File: config.mk
export PLATFORM = sky130hd
export DESIGN_NAME = fifo_rd_stream
export DESIGN_NICKNAME = d
export VERILOG_FILES = /design/src/rtl/fifo_rd_stream.sv
export SDC_FILE = /design/constraint.sdc
export NUM_CORES = 1
export LEC_CHECK = 0
export CAP_MARGIN = 40
export CORE_ASPECT_RATIO = 1.1
export CORE_MARGIN = 2
export CORE_UTILIZATION = 49
export CTS_BUF_LIST = sky130_fd_sc_hd__clkbuf_8
export DETAILED_ROUTE_END_ITERATION = 12
export GPL_ROUTABILITY_DRIVEN = 0
export PLACE_DENSITY = 0.89
export SYNTH_ARGS = -nofsm -noshare
export SYNTH_HDL_FRONTEND = slang
export SYNTH_SLANG_ARGS = --single-unit
File: constraint.sdc
create_clock -name clk_i -period 3.7 [get_ports clk_i]
set_clock_uncertainty 0.15 [all_clocks]
set_input_delay 0.37 -clock clk_i [delete_from_list [all_inputs] [get_ports clk_i]]
set_output_delay 0.37 -clock clk_i [all_outputs]
set_load 0.03 [all_outputs]
File: src/rtl/fifo_rd_stream.sv
// Adapts a 1-cycle-latency sync FIFO read port to a valid/ready stream through a 3-entry prefetch buffer.
// Optional FIFO_RD_STREAM_BEAT_CNT_EN adds beat_cnt_o, a free-running count of accepted beats.
module fifo_rd_stream #(
  parameter int WIDTH = 32
) (
  input  logic             clk_i,
  input  logic             rst_n_i,
  input  logic [WIDTH-1:0] fifo_rdata_i,
  input  logic             fifo_empty_i,
  output logic             fifo_rd_en_o,
  output logic [WIDTH-1:0] m_data_o,
  output logic             m_valid_o,
  input  logic             m_ready_i,
  output logic [1:0]       occ_o
`ifdef FIFO_RD_STREAM_BEAT_CNT_EN
  ,
  output logic [31:0]      beat_cnt_o
`endif
);

  localparam int BUF_DEPTH = 3;

  typedef enum logic [1:0] {
    S0 = 2'd0,
    S1 = 2'd1,
    S2 = 2'd2,
    S3 = 2'd3
  } state_t;

  state_t           state;
  state_t           state_nxt;
  logic             inflight;
  logic [1:0]       head;
  logic [1:0]       tail;
  logic             push;
  logic             pop;
  logic [WIDTH-1:0] store [BUF_DEPTH];

  function automatic logic [1:0] ptr_inc(input logic [1:0] ptr);
    return (ptr == 2'd2) ? 2'd0 : ptr + 2'd1;
  endfunction

  assign push      = inflight;
  assign pop       = m_valid_o && m_ready_i;
  assign m_valid_o = (state != S0);
  assign m_data_o  = m_valid_o ? store[head] : '0;
  assign occ_o     = state;

  // Only request when the word already in flight still leaves a free slot,
  // so no downstream-ready path is needed and a push can never hit S3.
  assign fifo_rd_en_o = !fifo_empty_i &&
                        (({1'b0, occ_o} + {2'b00, inflight}) <= 3'd2);

  always_comb begin
    state_nxt = state;
    case (state)
      S0: if (push) state_nxt = S1;
      S1: begin
        if (push && !pop)      state_nxt = S2;
        else if (!push && pop) state_nxt = S0;
      end
      S2: begin
        if (push && !pop)      state_nxt = S3;
        else if (!push && pop) state_nxt = S1;
      end
      S3: if (pop && !push) state_nxt = S2;
      default: state_nxt = S0;
    endcase
  end

  always_ff @(posedge clk_i) begin
    if (!rst_n_i) begin
      state    <= S0;
      inflight <= 1'b0;
      head     <= 2'd0;
      tail     <= 2'd0;
    end else begin
      state    <= state_nxt;
      inflight <= fifo_rd_en_o;
      if (push) tail <= ptr_inc(tail);
      if (pop)  head <= ptr_inc(head);
    end
  end

  // Storage is not reset; the in-flight word is dropped during reset.
  always_ff @(posedge clk_i) begin
    if (rst_n_i && push) store[tail] <= fifo_rdata_i;
  end

`ifdef FIFO_RD_STREAM_BEAT_CNT_EN
  logic [31:0] beat_cnt;

  always_ff @(posedge clk_i) begin
    if (!rst_n_i)  beat_cnt <= 32'd0;
    else if (pop)  beat_cnt <= beat_cnt + 32'd1;
  end

  assign beat_cnt_o = beat_cnt;
`endif

endmodule

# ---- Word-level counts from Yosys, hierarchy flattened
# Memory sizes are Yosys's and may differ from the RTL's. A register that Yosys moved wholly into a read port is not among the register bits.
# Cells that the tools add are included.
dict set report word_totals {
  ff_bits 7
  ram_bits 96
  in_bits 36
  output_inout_bits 36
  memories 1
}
dict set report classes {
  n_addsub 3
  order_cmp 1
  n_eq_ne 9
  n_mux 14
  n_reduce_logical 11
}
# memory depth word_bits rd rd_ports_with_merged_regs wr line
set memory_table {}
lappend memory_table {store 3 32 1 1 1 37} ;# logic [WIDTH-1:0] store [BUF_DEPTH];
# cell count
set op_table {}
lappend op_table {{$mux W32} 1}
lappend op_table {{$mux W2} 10}
lappend op_table {{$eq A2 B2 Y1 const B} 4}
lappend op_table {{$pmux W2 S4} 1}
lappend op_table {{$ne A3 B3 Y1 const B} 2}
lappend op_table {{$logic_and A1 B1 Y1} 5}
lappend op_table {{$add A2 B1 Y2 const B} 2}
lappend op_table {{$ne A2 B2 Y1 const B} 2}
lappend op_table {{$reduce_and A4 Y1} 1}
lappend op_table {{$add A2 B1 Y3} 1}
lappend op_table {{$le A3 B2 Y1 const B} 1}
lappend op_table {{$logic_not A1 Y1} 3}
lappend op_table {{$eq A2 B1 Y1 const B} 1}
lappend op_table {{$logic_not A2 Y1} 1}
lappend op_table {{$mux W1} 2}
lappend op_table {{$reduce_bool A2 Y1} 1}

# ---- Longest topological paths before layout
dict set report depth {
  word_depth 6
  ltp_mapped 6
}

# ---- Worst setup path before layout
# Ideal clock, no wire load.
dict set report synth_timing {
  path_kind {input to register}
  start {input rst_n_i}
  end {memory store[1][0] (enable)}
  setup_time_ns 0.468
  t_arrival_ns 3.025
  setup_slack_ns 0.057
  stages 3
  path_cell_list {clkbuf_2 nand2_1 nor3b_1}
}
dict set report synth_between {
  elab_chain_len 3
}
# item line
set synth_lines {}
lappend synth_lines {{from (decl)} 7} ;# input logic rst_n_i,
lappend synth_lines {{$logic_and A1 B1 Y1} 87} ;# if (rst_n_i && push) store[tail] <= fifo_rdata_i;
lappend synth_lines {{$mux W1} 87}
lappend synth_lines {{$mux W1 (not written as such)} 87}
lappend synth_lines {{to (decl)} 37}
# Every way passes these cells.

# ---- Final worst setup path
dict set report layout_timing {
  start {register state[0] (netlist: occ_o[0])}
  end {output fifo_rd_en_o}
}
dict set report layout_between {
  elab_chain_len 3
}
# item line
set layout_lines {}
lappend layout_lines {{from (decl)} 30} ;# state_t state;
lappend layout_lines {{from (signal assigned)} 78} ;# state <= state_nxt;
lappend layout_lines {{$add A2 B1 Y3} 52} ;# (({1'b0, occ_o} + {2'b00, inflight}) <= 3'd2);
lappend layout_lines {{$le A3 B2 Y1} 52}
lappend layout_lines {{$logic_and A1 B1 Y1} 51} ;# assign fifo_rd_en_o = !fifo_empty_i &&
lappend layout_lines {{to (decl)} 10} ;# output logic fifo_rd_en_o,
# Every way passes these cells.

==> tab_implementation.tex <==
\begin{tabular}{lr}
\hline
Metric & Value \\
\hline
\multicolumn{2}{l}{\textbf{Logic synthesis}} \\
\quad Mean instance size in the synthesized netlist & 16.7 sq um \\
\quad Synth Register Bits & 105 \\
\quad Post-Syn Area & 0.00422 sq mm \\
\quad Top\_reg\_cell synth & sky130\_fd\_sc\_hd\_\_edfxtp\_1 \\
\quad Number of enable-type register cells in the synthesized netlist & 96 \\
\quad Number of synthesis warnings & 0 \\
\quad Instance count of the mapped netlist & 252 \\
\quad Share of flip-flops with an asynchronous set or reset after synthesis & 0 \\
\quad Proportion of synthesized chip area in sequential cells & 0.726 \\
\quad Number of nets produced by synthesis & 291 \\
\quad Post-synth cell types & 27 \\
\multicolumn{2}{l}{\textbf{Floorplan}} \\
\quad Top Ports & 72 \\
\quad Standard-cell rows & 35 \\
\quad Die W & 92.5 microns \\
\quad Area enclosed by the die boundary & 0.00937 sq mm \\
\quad Die Y-Extent & 101 microns \\
\quad Initial Util & 0.504 \\
\quad Area of the core & 0.00836 sq mm \\
\multicolumn{2}{l}{\textbf{Setup path}} \\
\quad Cell with the largest stage delay on the worst path & sky130\_fd\_sc\_hd\_\_clkdlybuf4s50\_1 \\
\quad Maximum cell stage delay along the critical path & 0.69 ns \\
\quad Category of the worst setup path capture point & primary output \\
\quad Slack of the worst reg-to-reg path & 1.84 ns \\
\quad Critical Path Most Common Cell & sky130\_fd\_sc\_hd\_\_ha\_1 \\
\quad Critical Path AT & 2.56 ns \\
\quad WP buf/inv & 2 \\
\quad Category of the critical setup timing path & reg -> out \\
\quad Dominant delay contributor by cell family on the critical path & buffers and inverters \\
\quad Top fanout value on the critical path & 8 \\
\quad Worst path cell trace & ha\_1 > inv\_1 > ha\_1 > or3b\_1 > a21oi\_1 > clkdlybuf4s50\_1 \\
\quad Type of element launching the critical path & register \\
\quad Critical Path RT & 3.18 ns \\
\multicolumn{2}{l}{\textbf{Routing}} \\
\quad Via density & 5.18 \\
\quad Via count of the routed design & 2296 \\
\quad Remaining routing DRC violations & 0 \\
\quad Average routed wire per standard cell & 16.5 microns \\
\quad Final antenna-violating net count & 0 \\
\quad Number of iterations in the first detailed-routing pass & 5 \\
\quad Iteration-0 DRC Markers & 143 \\
\quad Total detailed-routing wirelength & 7.33 mm \\
\multicolumn{2}{l}{\textbf{Placement}} \\
\quad Sum of net half-perimeters after detailed placement & 4.45 mm \\
\quad Quantity of I/O buffers inserted on ports & 71 \\
\multicolumn{2}{l}{\textbf{Finish}} \\
\quad Post-synthesis to final-layout area growth & 24.3\% \\
\quad Final Core Density & 0.627 \\
\quad Fill cells & 627 \\
\quad Total area of sequential cells & 0.00307 sq mm \\
\quad Share of final-layout standard cells stronger than drive strength 1 & 0.166 \\
\quad Total area of multi-input combinational cells & 0.00107 sq mm \\
\quad \# nets final & 366 \\
\quad Antenna Cells & 0 \\
\multicolumn{2}{l}{\textbf{Global routing}} \\
\quad Vias in the first global route & 2386 \\
\quad Overall track demand over capacity in global routing & 0.161 \\
\quad Total overflow reported by the global router & 0 \\
\quad Wire length of the first global-routing pass & 11.3 mm \\
\quad Number of antenna violations at the first check in global routing & 0 \\
\quad Pin count of the biggest net entering global routing & 33 \\
\multicolumn{2}{l}{\textbf{Timing}} \\
\quad Final setup violation count & 0 \\
\quad Tmin final & 3.08 ns \\
\quad Slew @ Worst Pin & 0.806 ns \\
\quad Headroom to the max-slew limit & 0.462 \\
\quad Final Max Slew Viols & 0 \\
\quad Maximum frequency from static timing analysis & 0.325 GHz \\
\quad RSZ-0062 raised after global routing & no \\
\quad Final-layout setup total negative slack & 0 ns \\
\quad Hold Slack & 0.373 ns \\
\quad Final-report hold violation count & 0 \\
\quad Period utilisation layout & 0.833 \\
\multicolumn{2}{l}{\textbf{Job}} \\
\quad Number of violations of the max-capacitance limit & 0 \\
\multicolumn{2}{l}{\textbf{Clock tree}} \\
\quad Buffers from clock root to sink, at most & 2 \\
\quad Max H-tree Level & 3 \\
\quad CTS Buf Count & 9 \\
\quad Number of buffers inserted by post-CTS setup repair & 0 \\
\quad Clk root buf & sky130\_fd\_sc\_hd\_\_clkbuf\_8 \\
\quad TritonCTS clock tree & built \\
\quad Number of cells upsized or downsized after cts & 0 \\
\quad Clock sink count & 105 \\
\quad Cts-stage hold buffer count & 0 \\
\quad Source-to-sink clock delay at the later pin of the worst-skew pair & 0.35 ns \\
\quad Clock-pin slew of the registers on the worst-case setup and hold paths & 0.10 ns \\
\multicolumn{2}{l}{\textbf{Power and ir drop}} \\
\quad Leakage power & 1.67 nW \\
\quad Peak supply drop & 0.218 mV \\
\quad Power density over the cells & 424 mW/mm\^{}2 \\
\quad Total design power & 2.23 mW \\
\multicolumn{2}{l}{\textbf{Min path}} \\
\quad Hold WC Path Type & reg -> reg \\
\multicolumn{2}{l}{\textbf{Outcome}} \\
\quad Run status & complete, no violations \\
\hline
\end{tabular}
through the flow:
step	worst slack (ns)	std cells	area [sq um]
2_1_floorplan	0.0571	252	4220
3_3_place_gp	1.07	427	5040
3_5_place_dp	0.991	427	5040
4_1_cts	0.584	443	5240
5_1_grt	0.475	443	5240
6_report	0.620	443	5240
power breakdown:
group          switching, mW  internal, mW  leakage (nW)  total, mW
clock network          0.383         0.319        0.0954      0.702
registers             0.0162          1.31         0.943       1.33
logic                 0.0958        0.0980         0.632      0.194
total                  0.495          1.73          1.67       2.23
area by class of cell:
type                       count  share of cell area
inverter                       5             0.00358
timing repair buffer          76               0.143
sequential                   105               0.585
tap                          111              0.0265
multi-input combinational    130               0.204
clock inverter                 7              0.0148
clock buffer                   9              0.0236
sequential cells by signal, summed over array words and instances, names as in the netlist, named ones only:
signal	cells
store	96
head	2
occ_o	2
tail	2
inflight	1
cells in the final DEF, fill, tap and decap left out, types with 3 or more instances in the layout:
master / count
sky130_fd_sc_hd__a21boi_0: 3
sky130_fd_sc_hd__buf_4: 5
sky130_fd_sc_hd__clkbuf_8: 9
sky130_fd_sc_hd__clkdlybuf4s50_1: 71
sky130_fd_sc_hd__dfxtp_1: 7
sky130_fd_sc_hd__edfxtp_1: 96
sky130_fd_sc_hd__ha_1: 3
sky130_fd_sc_hd__inv_1: 5
sky130_fd_sc_hd__mux2_1: 8
sky130_fd_sc_hd__mux2_2: 24
sky130_fd_sc_hd__mux2i_1: 34
sky130_fd_sc_hd__nand2_1: 4
sky130_fd_sc_hd__nor2_1: 33
sky130_fd_sc_hd__o21ai_0: 3
final timing paths:
path | startpoint | to | cells past startpoint
worst min-delay path | head[0] | register | 2
worst min register to register | head[0] | register | 2
worst max-delay path | occ_o[0] | fifo_rd_en_o | 6
worst max register to register | occ_o[0] | inflight | 6
worst reg2reg max path, cell delays in order, from the launching register on:
cell and delay [ns]:
sky130_fd_sc_hd__dfxtp_1 0.48, sky130_fd_sc_hd__ha_1 0.22, sky130_fd_sc_hd__inv_1 0.05, sky130_fd_sc_hd__ha_1 0.25, sky130_fd_sc_hd__or3b_1 0.34, sky130_fd_sc_hd__a21oi_1 0.17, sky130_fd_sc_hd__and2_1 0.14
Yosys cell counts, types with 4 or more instances:
| cell | count | share of area |
|---|---|---|
| sky130_fd_sc_hd__mux2_1 | 8 | 0.021 |
| sky130_fd_sc_hd__buf_2 | 5 | 0.0059 |
| sky130_fd_sc_hd__nand2_1 | 4 | 0.0036 |
| sky130_fd_sc_hd__edfxtp_1 | 96 | 0.68 |
| sky130_fd_sc_hd__mux2_2 | 24 | 0.064 |
| sky130_fd_sc_hd__buf_6 | 4 | 0.011 |
| sky130_fd_sc_hd__inv_1 | 5 | 0.0045 |
| sky130_fd_sc_hd__nor2_1 | 34 | 0.030 |
| sky130_fd_sc_hd__mux2i_1 | 34 | 0.081 |
| sky130_fd_sc_hd__dfxtp_1 | 9 | 0.043 |
logic make-up (layout without fill, tap and decap cells):
| group | Yosys count | count (layout) | share of synthesized area |
|---|---|---|---|
| compound gates | 11 | 11 | 0.0199 |
| fa+ha+maj | 3 | 3 | 0.00890 |
| buf+inv | 17 | 97 | 0.0240 |
| flops | 105 | 105 | 0.726 |
| mux | 66 | 66 | 0.166 |
| simple gates | 50 | 50 | 0.0549 |
layer usage:
layer / wire, microns / GRT usage / up-vias
met3: 389 / 0.0484 / 7
met2: 3990 / 0.297 / 67
met5: 0 / 0 / -
met4: 43 / 0.0482 / 0
li1: - / - / 1084
met1: 2910 / 0.180 / 1138
Note: power is estimated with default switching activity, not from simulation.
